===== src/rtl/spi_slave_pkg.sv =====
// Shared definitions for the SPI slave: word length macro, state encoding and
// default synchronizer depth.
`ifndef SPI_DATA_WIDTH
`define SPI_DATA_WIDTH 8
`endif

package spi_slave_pkg;

    typedef enum logic {
        ST_IDLE   = 1'b0,
        ST_ACTIVE = 1'b1
    } spi_state_e;

    localparam int SPI_DATA_WIDTH_DEF  = `SPI_DATA_WIDTH;
    localparam int SPI_SYNC_STAGES_DEF = 2;

endpackage


===== src/rtl/spi_slave_sync.sv =====
// Multi-flop synchronizer bringing an asynchronous SPI pin into the clk domain.
module spi_sync #(
    parameter int               WIDTH   = 1,
    parameter int               STAGES  = 2,
    parameter logic [WIDTH-1:0] RST_VAL = '0
) (
    input  logic             clk,
    input  logic             rst_n,
    input  logic [WIDTH-1:0] din,
    output logic [WIDTH-1:0] dout
);

    logic [WIDTH-1:0] stage_q [STAGES];
    logic [WIDTH-1:0] stage_d [STAGES];

    always_comb begin
        stage_d[0] = din;
        for (int i = 1; i < STAGES; i++) begin
            stage_d[i] = stage_q[i-1];
        end
    end

    always_ff @(posedge clk or negedge rst_n) begin
        if (!rst_n) begin
            for (int i = 0; i < STAGES; i++) begin
                stage_q[i] <= RST_VAL;
            end
        end else begin
            for (int i = 0; i < STAGES; i++) begin
                stage_q[i] <= stage_d[i];
            end
        end
    end

    assign dout = stage_q[STAGES-1];

endmodule


===== src/rtl/spi_slave.sv =====
// SPI mode 0 slave, MSB first, with a one-entry TX holding buffer and
// back-to-back word support inside one chip-select frame.
module spi_slave
    import spi_slave_pkg::*;
#(
    parameter int DATA_WIDTH  = `SPI_DATA_WIDTH,
    parameter int SYNC_STAGES = SPI_SYNC_STAGES_DEF
) (
    input  logic                  clk,
    input  logic                  rst_n,
    input  logic                  sclk,
    input  logic                  cs_n,
    input  logic                  mosi,
    output logic                  miso,
    output logic                  miso_oe,
    input  logic [DATA_WIDTH-1:0] tx_data,
    input  logic                  tx_valid,
    output logic                  tx_ready,
    output logic [DATA_WIDTH-1:0] rx_data,
    output logic                  rx_valid,
    output logic                  tx_underrun,
    output logic                  frame_abort,
    output logic                  busy,
    output spi_state_e            state_dbg
);

    localparam int CNT_W = $clog2(DATA_WIDTH + 1);

    logic sclk_s, cs_s, mosi_s;

    spi_sync #(.WIDTH(1), .STAGES(SYNC_STAGES), .RST_VAL(1'b0)) u_sync_sclk (
        .clk(clk), .rst_n(rst_n), .din(sclk), .dout(sclk_s));
    spi_sync #(.WIDTH(1), .STAGES(SYNC_STAGES), .RST_VAL(1'b1)) u_sync_cs (
        .clk(clk), .rst_n(rst_n), .din(cs_n), .dout(cs_s));
    spi_sync #(.WIDTH(1), .STAGES(SYNC_STAGES), .RST_VAL(1'b0)) u_sync_mosi (
        .clk(clk), .rst_n(rst_n), .din(mosi), .dout(mosi_s));

    spi_state_e            state_q, state_d;
    logic                  sclk_prev_q, cs_prev_q;
    logic [CNT_W-1:0]      bit_cnt_q, bit_cnt_d, cnt_inc;
    logic                  reload_q, reload_d;
    logic [DATA_WIDTH-1:0] tx_sr_q, tx_sr_d, rx_sr_q, rx_sr_d, rx_word;
    logic [DATA_WIDTH-1:0] buf_q, buf_d, rx_data_q, rx_data_d;
    logic                  buf_full_q, buf_full_d, miso_oe_q, miso_oe_d;
    logic                  rx_valid_q, rx_valid_d, tx_underrun_q, tx_underrun_d;
    logic                  frame_abort_q, frame_abort_d;
    logic                  sclk_rise, sclk_fall, cs_rise, cs_fall, load;

    assign sclk_rise = sclk_s & ~sclk_prev_q;
    assign sclk_fall = ~sclk_s & sclk_prev_q;
    assign cs_rise   = cs_s & ~cs_prev_q;
    assign cs_fall   = ~cs_s & cs_prev_q;
    assign cnt_inc   = bit_cnt_q + 1'b1;
    assign rx_word   = {rx_sr_q[DATA_WIDTH-2:0], mosi_s};

    always_comb begin
        state_d       = state_q;
        bit_cnt_d     = bit_cnt_q;
        reload_d      = reload_q;
        tx_sr_d       = tx_sr_q;
        rx_sr_d       = rx_sr_q;
        buf_d         = buf_q;
        buf_full_d    = buf_full_q;
        miso_oe_d     = miso_oe_q;
        rx_data_d     = rx_data_q;
        rx_valid_d    = 1'b0;
        tx_underrun_d = 1'b0;
        frame_abort_d = 1'b0;
        load          = 1'b0;
        case (state_q)
            ST_IDLE: begin
                if (cs_fall) begin
                    state_d   = ST_ACTIVE;
                    load      = 1'b1;
                    miso_oe_d = 1'b1;
                    bit_cnt_d = '0;
                    reload_d  = 1'b0;
                    rx_sr_d   = '0;
                end
            end
            ST_ACTIVE: begin
                // Chip-select release wins over any sclk edge seen in the same cycle.
                if (cs_rise) begin
                    state_d       = ST_IDLE;
                    miso_oe_d     = 1'b0;
                    bit_cnt_d     = '0;
                    reload_d      = 1'b0;
                    rx_sr_d       = '0;
                    frame_abort_d = (bit_cnt_q != '0);
                end else if (sclk_rise) begin
                    rx_sr_d = rx_word;
                    if (cnt_inc == CNT_W'(DATA_WIDTH)) begin
                        rx_data_d  = rx_word;
                        rx_valid_d = 1'b1;
                        bit_cnt_d  = '0;
                        reload_d   = 1'b1;
                    end else begin
                        bit_cnt_d = cnt_inc;
                    end
                end else if (sclk_fall) begin
                    if (reload_q) begin
                        load     = 1'b1;
                        reload_d = 1'b0;
                    end else begin
                        tx_sr_d = tx_sr_q << 1;
                    end
                end
            end
            default: state_d = ST_IDLE;
        endcase
        if (load) begin
            if (buf_full_q) begin
                tx_sr_d    = buf_q;
                buf_full_d = 1'b0;
            end else begin
                tx_sr_d       = '0;
                tx_underrun_d = 1'b1;
            end
        end
        // A write only happens when the buffer was empty, so it never races a load that drains it.
        if (tx_valid && !buf_full_q) begin
            buf_d      = tx_data;
            buf_full_d = 1'b1;
        end
    end

    always_ff @(posedge clk or negedge rst_n) begin
        if (!rst_n) begin
            state_q       <= ST_IDLE;
            sclk_prev_q   <= 1'b0;
            cs_prev_q     <= 1'b1;
            bit_cnt_q     <= '0;
            reload_q      <= 1'b0;
            tx_sr_q       <= '0;
            rx_sr_q       <= '0;
            buf_q         <= '0;
            buf_full_q    <= 1'b0;
            miso_oe_q     <= 1'b0;
            rx_data_q     <= '0;
            rx_valid_q    <= 1'b0;
            tx_underrun_q <= 1'b0;
            frame_abort_q <= 1'b0;
        end else begin
            state_q       <= state_d;
            sclk_prev_q   <= sclk_s;
            cs_prev_q     <= cs_s;
            bit_cnt_q     <= bit_cnt_d;
            reload_q      <= reload_d;
            tx_sr_q       <= tx_sr_d;
            rx_sr_q       <= rx_sr_d;
            buf_q         <= buf_d;
            buf_full_q    <= buf_full_d;
            miso_oe_q     <= miso_oe_d;
            rx_data_q     <= rx_data_d;
            rx_valid_q    <= rx_valid_d;
            tx_underrun_q <= tx_underrun_d;
            frame_abort_q <= frame_abort_d;
        end
    end

    assign miso        = miso_oe_q & tx_sr_q[DATA_WIDTH-1];
    assign miso_oe     = miso_oe_q;
    assign tx_ready    = ~buf_full_q;
    assign rx_data     = rx_data_q;
    assign rx_valid    = rx_valid_q;
    assign tx_underrun = tx_underrun_q;
    assign frame_abort = frame_abort_q;
    assign busy        = (state_q == ST_ACTIVE);
    assign state_dbg   = state_q;

endmodule


===== config.mk =====
export PLATFORM = sky130hd
export DESIGN_NAME = spi_slave
export DESIGN_NICKNAME = d
export VERILOG_FILES = /design/src/rtl/spi_slave_pkg.sv /design/src/rtl/spi_slave_sync.sv /design/src/rtl/spi_slave.sv
export SDC_FILE = /design/constraint.sdc
export NUM_CORES = 1
export LEC_CHECK = 0
export ABC_AREA = 1
export CAP_MARGIN = 20
export CORE_MARGIN = 3
export CORE_UTILIZATION = 30
export DETAILED_ROUTE_END_ITERATION = 6
export PLACE_DENSITY = 0.47
export SKIP_LAST_GASP = 1
export SLEW_MARGIN = 20
export SYNTH_ARGS = -nofsm -noshare
export SYNTH_HDL_FRONTEND = slang
export SYNTH_HIERARCHICAL = 1
export SYNTH_SLANG_ARGS = --single-unit

===== constraint.sdc =====
create_clock -name clk -period 4.3 [get_ports clk]
set_input_delay 0.43 -clock clk [delete_from_list [all_inputs] [get_ports clk]]
set_output_delay 0.43 -clock clk [all_outputs]
set_load 0.05 [all_outputs]

* Word-level counts from Yosys, hierarchy flattened *
Cells that the tools add are included.

storage, ports and cells
  register bits after elaboration = 50
  latch bits = 0
  bits in writable memories = 0
  bits in read-only memories = 0
  bits of input ports = 14
  output and inout port bits = 16
  logic and storage cells = 96
  memories = 0

operators by class
  $add $sub $neg = 1
  $mul = 0
  divide/modulo/power cells = 0
  magnitude comparators = 0
  eq/ne operators = 9
  shift-type cells = 0
  multiplexer cells = 43
  bitwise logic cells = 12
  reductions and logical operators = 11

operators with widths
  cell                                            count
  2-to-1 mux 8 bit                                7
  2-to-1 mux 1 bit                                23
  2-to-1 mux 7 bit                                3
  2-to-1 mux 4 bit                                4
  one-hot mux 7 bit (2 select lines)              1
  != test 2 x 1 -> 1 bit (second input constant)  4
  one-hot mux 1 bit (2 select lines)              4
  one-hot mux 4 bit (2 select lines)              1
  NOT 1 bit                                       7
  nonzero test 2 bit                              3
  AND 1 bit                                       5
  AND reduction 5 bit                             1
  adder 4 x 1 -> 4 bit (second input constant)    1
  equality test 4 bit (second input constant)     1
  != test 4 x 1 -> 1 bit (second input constant)  1
  != test 4 x 2 -> 1 bit (second input constant)  1
  AND reduction 2 bit                             2
  AND reduction 4 bit                             1
  nonzero test 4 bit                              1
  != test 3 x 1 -> 1 bit (second input constant)  1
  AND reduction 3 bit                             1
  != test 2 bit (second input constant)           1
  logical AND 1 bit                               1
  zero test 1 bit                                 1

* Longest topological paths before layout *
  depth in word-level cells = 8
  gate-level depth with buffers = 9
  mapped depth without buffers = 9

* By module *
Netlist, hierarchy kept.

modules (own cells, without submodules)
  module                      instances  cells an instance  area each (sq um)  seq. area each (sq um)
  spi_slave                   1          220                2035.7             1102.3
  spi_sync (u_sync_mosi ...)  2          2                  50.0               50.0
  spi_sync (u_sync_cs)        1          2                  52.6               52.6

* Worst setup path before layout *
No wires, ideal clock.

  path kind = reg-to-reg
  from = register state_q, in the netlist busy
  to = register rx_data_q[2], in the netlist rx_data[2]
  library setup time = 119 ps
  data arrival time = 1469 ps
  required time = 4181 ps
  slack = 2712 ps
  stages on the path, launching flop included = 9
  buffers on the path = 1
  period minus slack after synthesis = 1588 ps
  cells stage by stage = dfrtp_1 > inv_2 > a21oi_2 > inv_2 > nor2_8 > nand2_4 > buf_6 > nand2_2 > o21ai_2

between the ends
  word-level cells in the longest chain between the ends = 1

RTL lines
  item                                  RTL line          source
  start: declaration                    spi_slave.sv:38   spi_state_e state_q, state_d;
  start signal: assignment              spi_slave.sv:144  state_q <= state_d;
  AND reduction 4 bit (no source line)  n/a
  end signal: assignment                spi_slave.sv:154  rx_data_q <= rx_data_d;
  end: declaration                      spi_slave.sv:43   logic [DATA_WIDTH-1:0] buf_q, buf_d, rx_data_q, rx_data_d;

Every way passes these cells.
A chain may end at the register's enable or synchronous reset.

* Worst setup path after layout *
  from = register buf_full_q
  to = output tx_ready

between the ends
  word-level cells in the longest chain between the ends = 1

RTL lines
  item                      RTL line          source
  start: declaration        spi_slave.sv:44   logic buf_full_q, buf_full_d, miso_oe_q, miso_oe_d;
  start signal: assignment  spi_slave.sv:152  buf_full_q <= buf_full_d;
  NOT 1 bit                 spi_slave.sv:163  assign tx_ready = ~buf_full_q;
  end: declaration          spi_slave.sv:18   output logic tx_ready,

Every way passes these cells.

==> flow_summary_export.csv <==
group,metric,value,unit
status,status,"finished, final reports clean",
critical_path,cp_top_family,"buffers and inverters",
critical_path,worst-path-buf-inv,2,
die,pin_count,30,
place,placement.io_buffers,29,
routing,post_drt_wl_per_cell,11.2,um
cts,ctsResizeCount,0,
sta,fmax,0.459,GHz
finish,fillers,707,
logic_synthesis,synthDistinctLibCells,26,
sta,fin_crit,2.18,ns
cts,cts.sinks,50,
logic_synthesis,netlist_area,2190,um2
critical_path,critPathLaunchType,"flop",
finish,area_delta_synth_final,23.7,%
routing,initialDrtViolationCount,67,
cts,cts_buffers,5,
critical_path,setup.worst_path.class,"reg -> out",
flow_run,maxCapViolations,0,
sta,worstMarginPinSlew,0.657,ns
logic_synthesis,post-synth-top-area-cell,"dfrtp_1",
place,post-place-cells,347,
sta,setup_tns,0,ns
global_route,grt_start_max_net_pins,51,
cts,clk_path_buf_depth,2,
critical_path,critPathArrivalTime,1.75,ns
cts,insertion_delay,0.30,ns
power,max-vdd-ir-drop,0.156,mV
die,die-area,8350,um2
finish,fin_nets,275,
critical_path,path_cells,"inv_1, clkdlybuf4s50_1",
logic_synthesis,synth.avg_cell_area,9.68,um2
cts,cts_tree,"yes",
die,coreArea,6940,um2
routing,drc,0,
power,p_per_area,504,nW/um2
routing,drt_wl_total,3980,um
sta,clock_skew,0.00999,ns
sta,grt_setup_unrepaired,"false",
global_route,track_usage,0.105,
finish,fin_util,0.390,
cts,clkTransAtPathRegs,0.09,ns
sta,relSlewSlack,0.562,
cts,root_buffer,"clkbuf_8",
global_route,antenna_found_initial,0,
logic_synthesis,yosysSeqAreaShare,0.573,
logic_synthesis,synth_area_leaders,"dfrtp_1 54%, nand2_1 12%, inv_1 5.1%, mux2_2 4.1%, dfstp_2 3.6%",
global_route,overflow,0,
die,die_h,91.4,um
worst_hold_path,hp-class,"in -> async",
die,row_count,30,
critical_path,cp.required,3.87,ns
routing,vias,1480,
routing,viasPerCell,4.17,
critical_path,slowest_delay,0.81,ns
cts,post_cts_buffers,0,
sta,timing_hold_violations_final,0,
logic_synthesis,yosysWarningCount,6,
power,p_total,0.00137,W
global_route,grt_pass1_vias,1447,
global_route,grt_pass1_wl,7030,um
critical_path,endpoint_kind,"output pin",
logic_synthesis,synth_top_cell_area_share,0.537,
die,die_w,91.4,um
die,start_util,0.315,
finish,fin_cells,355,
finish,layout-drive-gt1-share,0.174,
cts,htreeDepth,2,
logic_synthesis,syn_inst,226,
routing,ant_nets,0,
sta,min_period_over_period,0.506,
place,gp_congestion,0.735,
finish,num_antenna_cells,0,
routing,dr.pass1.iters,4,
logic_synthesis,ys_ff_latch,50,
power,leakagePower,1.35,nW
sta,setup_viol,0,
critical_path,critPathMaxFanout,10,
sta,finalMaxSlewViolations,0,
logic_synthesis,synth_nets,243,
place,hpwl,2730,um
critical_path,cpMaxStageDelayCell,"clkdlybuf4s50_1",
cts,cts_hold_buf,0,
## metal layers
layer	share of wire	up-vias	track usage
met1	0.54	674	0.149
met4	0.018	0	0.0452
met5	0	-	0
li1	-	779	-
met2	0.41	22	0.149
met3	0.036	5	0.0265
## report_power, final
group / leakage, nW / switching (W) / internal, W
clock network: 0.0714 / 0.000157 / 0.000248
registers: 0.644 / 0.0000665 / 0.000564
logic: 0.635 / 0.000194 / 0.000137
## cells in the mapped netlist
library cell	instances
buf_4	2
nand3_1	12
o21ai_2	8
nor2_8	1
nand4_1	1
o22ai_1	7
nand3_2	2
a311oi_1	1
mux2_2	8
a21oi_1	3
nand2_2	4
nand2_1	70
inv_1	30
nor2_1	5
buf_6	1
buf_2	2
nand2_4	3
nor2_4	1
dfrtp_1	47
ha_1	3
o21ai_1	4
inv_4	1
o21ai_0	3
a21oi_2	1
inv_2	3
dfstp_2	3
## logic make-up after synthesis
family / count (synthesis) / share of synthesized area
buffers and inverters: 39 / 0.0760
adders and majority gates: 3 / 0.0172
and+or+nand+nor: 99 / 0.209
DFF: 50 / 0.573
muxes: 8 / 0.0412
AOI/OAI and AO/OA: 27 / 0.0829
## layout make-up
| class | instances | area (um2) | share of cell area |
|---|---|---|---|
| Clock inverter | 2 | 60.1 | 0.0222 |
| Clock buffer | 6 | 82.6 | 0.0305 |
| Tap cell | 96 | 120 | 0.0444 |
| Sequential cell | 50 | 1250 | 0.463 |
| Multi-Input combinational cell | 137 | 767 | 0.283 |
| Inverter | 34 | 130 | 0.0481 |
| Timing Repair Buffer | 30 | 293 | 0.108 |
## cells in the final DEF (no fill, tap or decap)
master           instances
a21oi_2                  1
inv_2                    3
o21ai_2                  8
ha_1                     3
clkdlybuf4s50_1         28
nand4_1                  1
clkbuf_8                 6
a21oi_1                  3
dfrtp_1                 47
o22ai_1                  7
a311oi_1                 1
buf_2                    1
nor2_8                   1
buf_4                    1
inv_4                    1
nand2_1                 70
nor2_1                   5
mux2_2                   8
nor2_4                   1
inv_1                   30
bufinv_16                2
nand2_2                  4
o21ai_0                  3
nand3_2                  2
dfstp_2                  3
nand3_1                 12
nand2_4                  3
o21ai_1                  4
## metrics by stage
stage	cell area, um2	hold slack, ns	worst slack, ns
detailed placement	2560	0.335	2.45
floorplan	2190	0.134	2.71
finish	2710	0.217	2.12
CTS	2710	0.247	2.09
global placement	2560	0.333	2.47
global route	2710	0.290	2.02
## registers in the layout (all words and copies together), names as in the netlist, 4 cells and up
name       count
buf_q          8
tx_sr_q        8
rx_sr_q        7
bit_cnt_q      4
rx_data        8
## final timing paths
path	from	end	slack [ns]	cells after the start
max in group asynchronous	rst_n	rx_data[2]$_DFFE_PN0P_	3.62	2
worst max register to register	u_sync_cs/dout$_DFF_PN1_	tx_sr_q[6]$_DFFE_PN0P_	2.68	7
worst max-delay path	buf_full_q$_DFFE_PN0P_	tx_ready	2.12	2
min in group clk	u_sync_mosi/stage_d[0]$_DFF_PN0_	u_sync_mosi/dout$_DFF_PN0_	0.35	0
worst min register to register	u_sync_mosi/stage_d[0]$_DFF_PN0_	u_sync_mosi/dout$_DFF_PN0_	0.35	0
worst min-delay path	rst_n	tx_sr_q[4]$_DFFE_PN0P_	0.22	2
(Power assumes the default switching activity.)
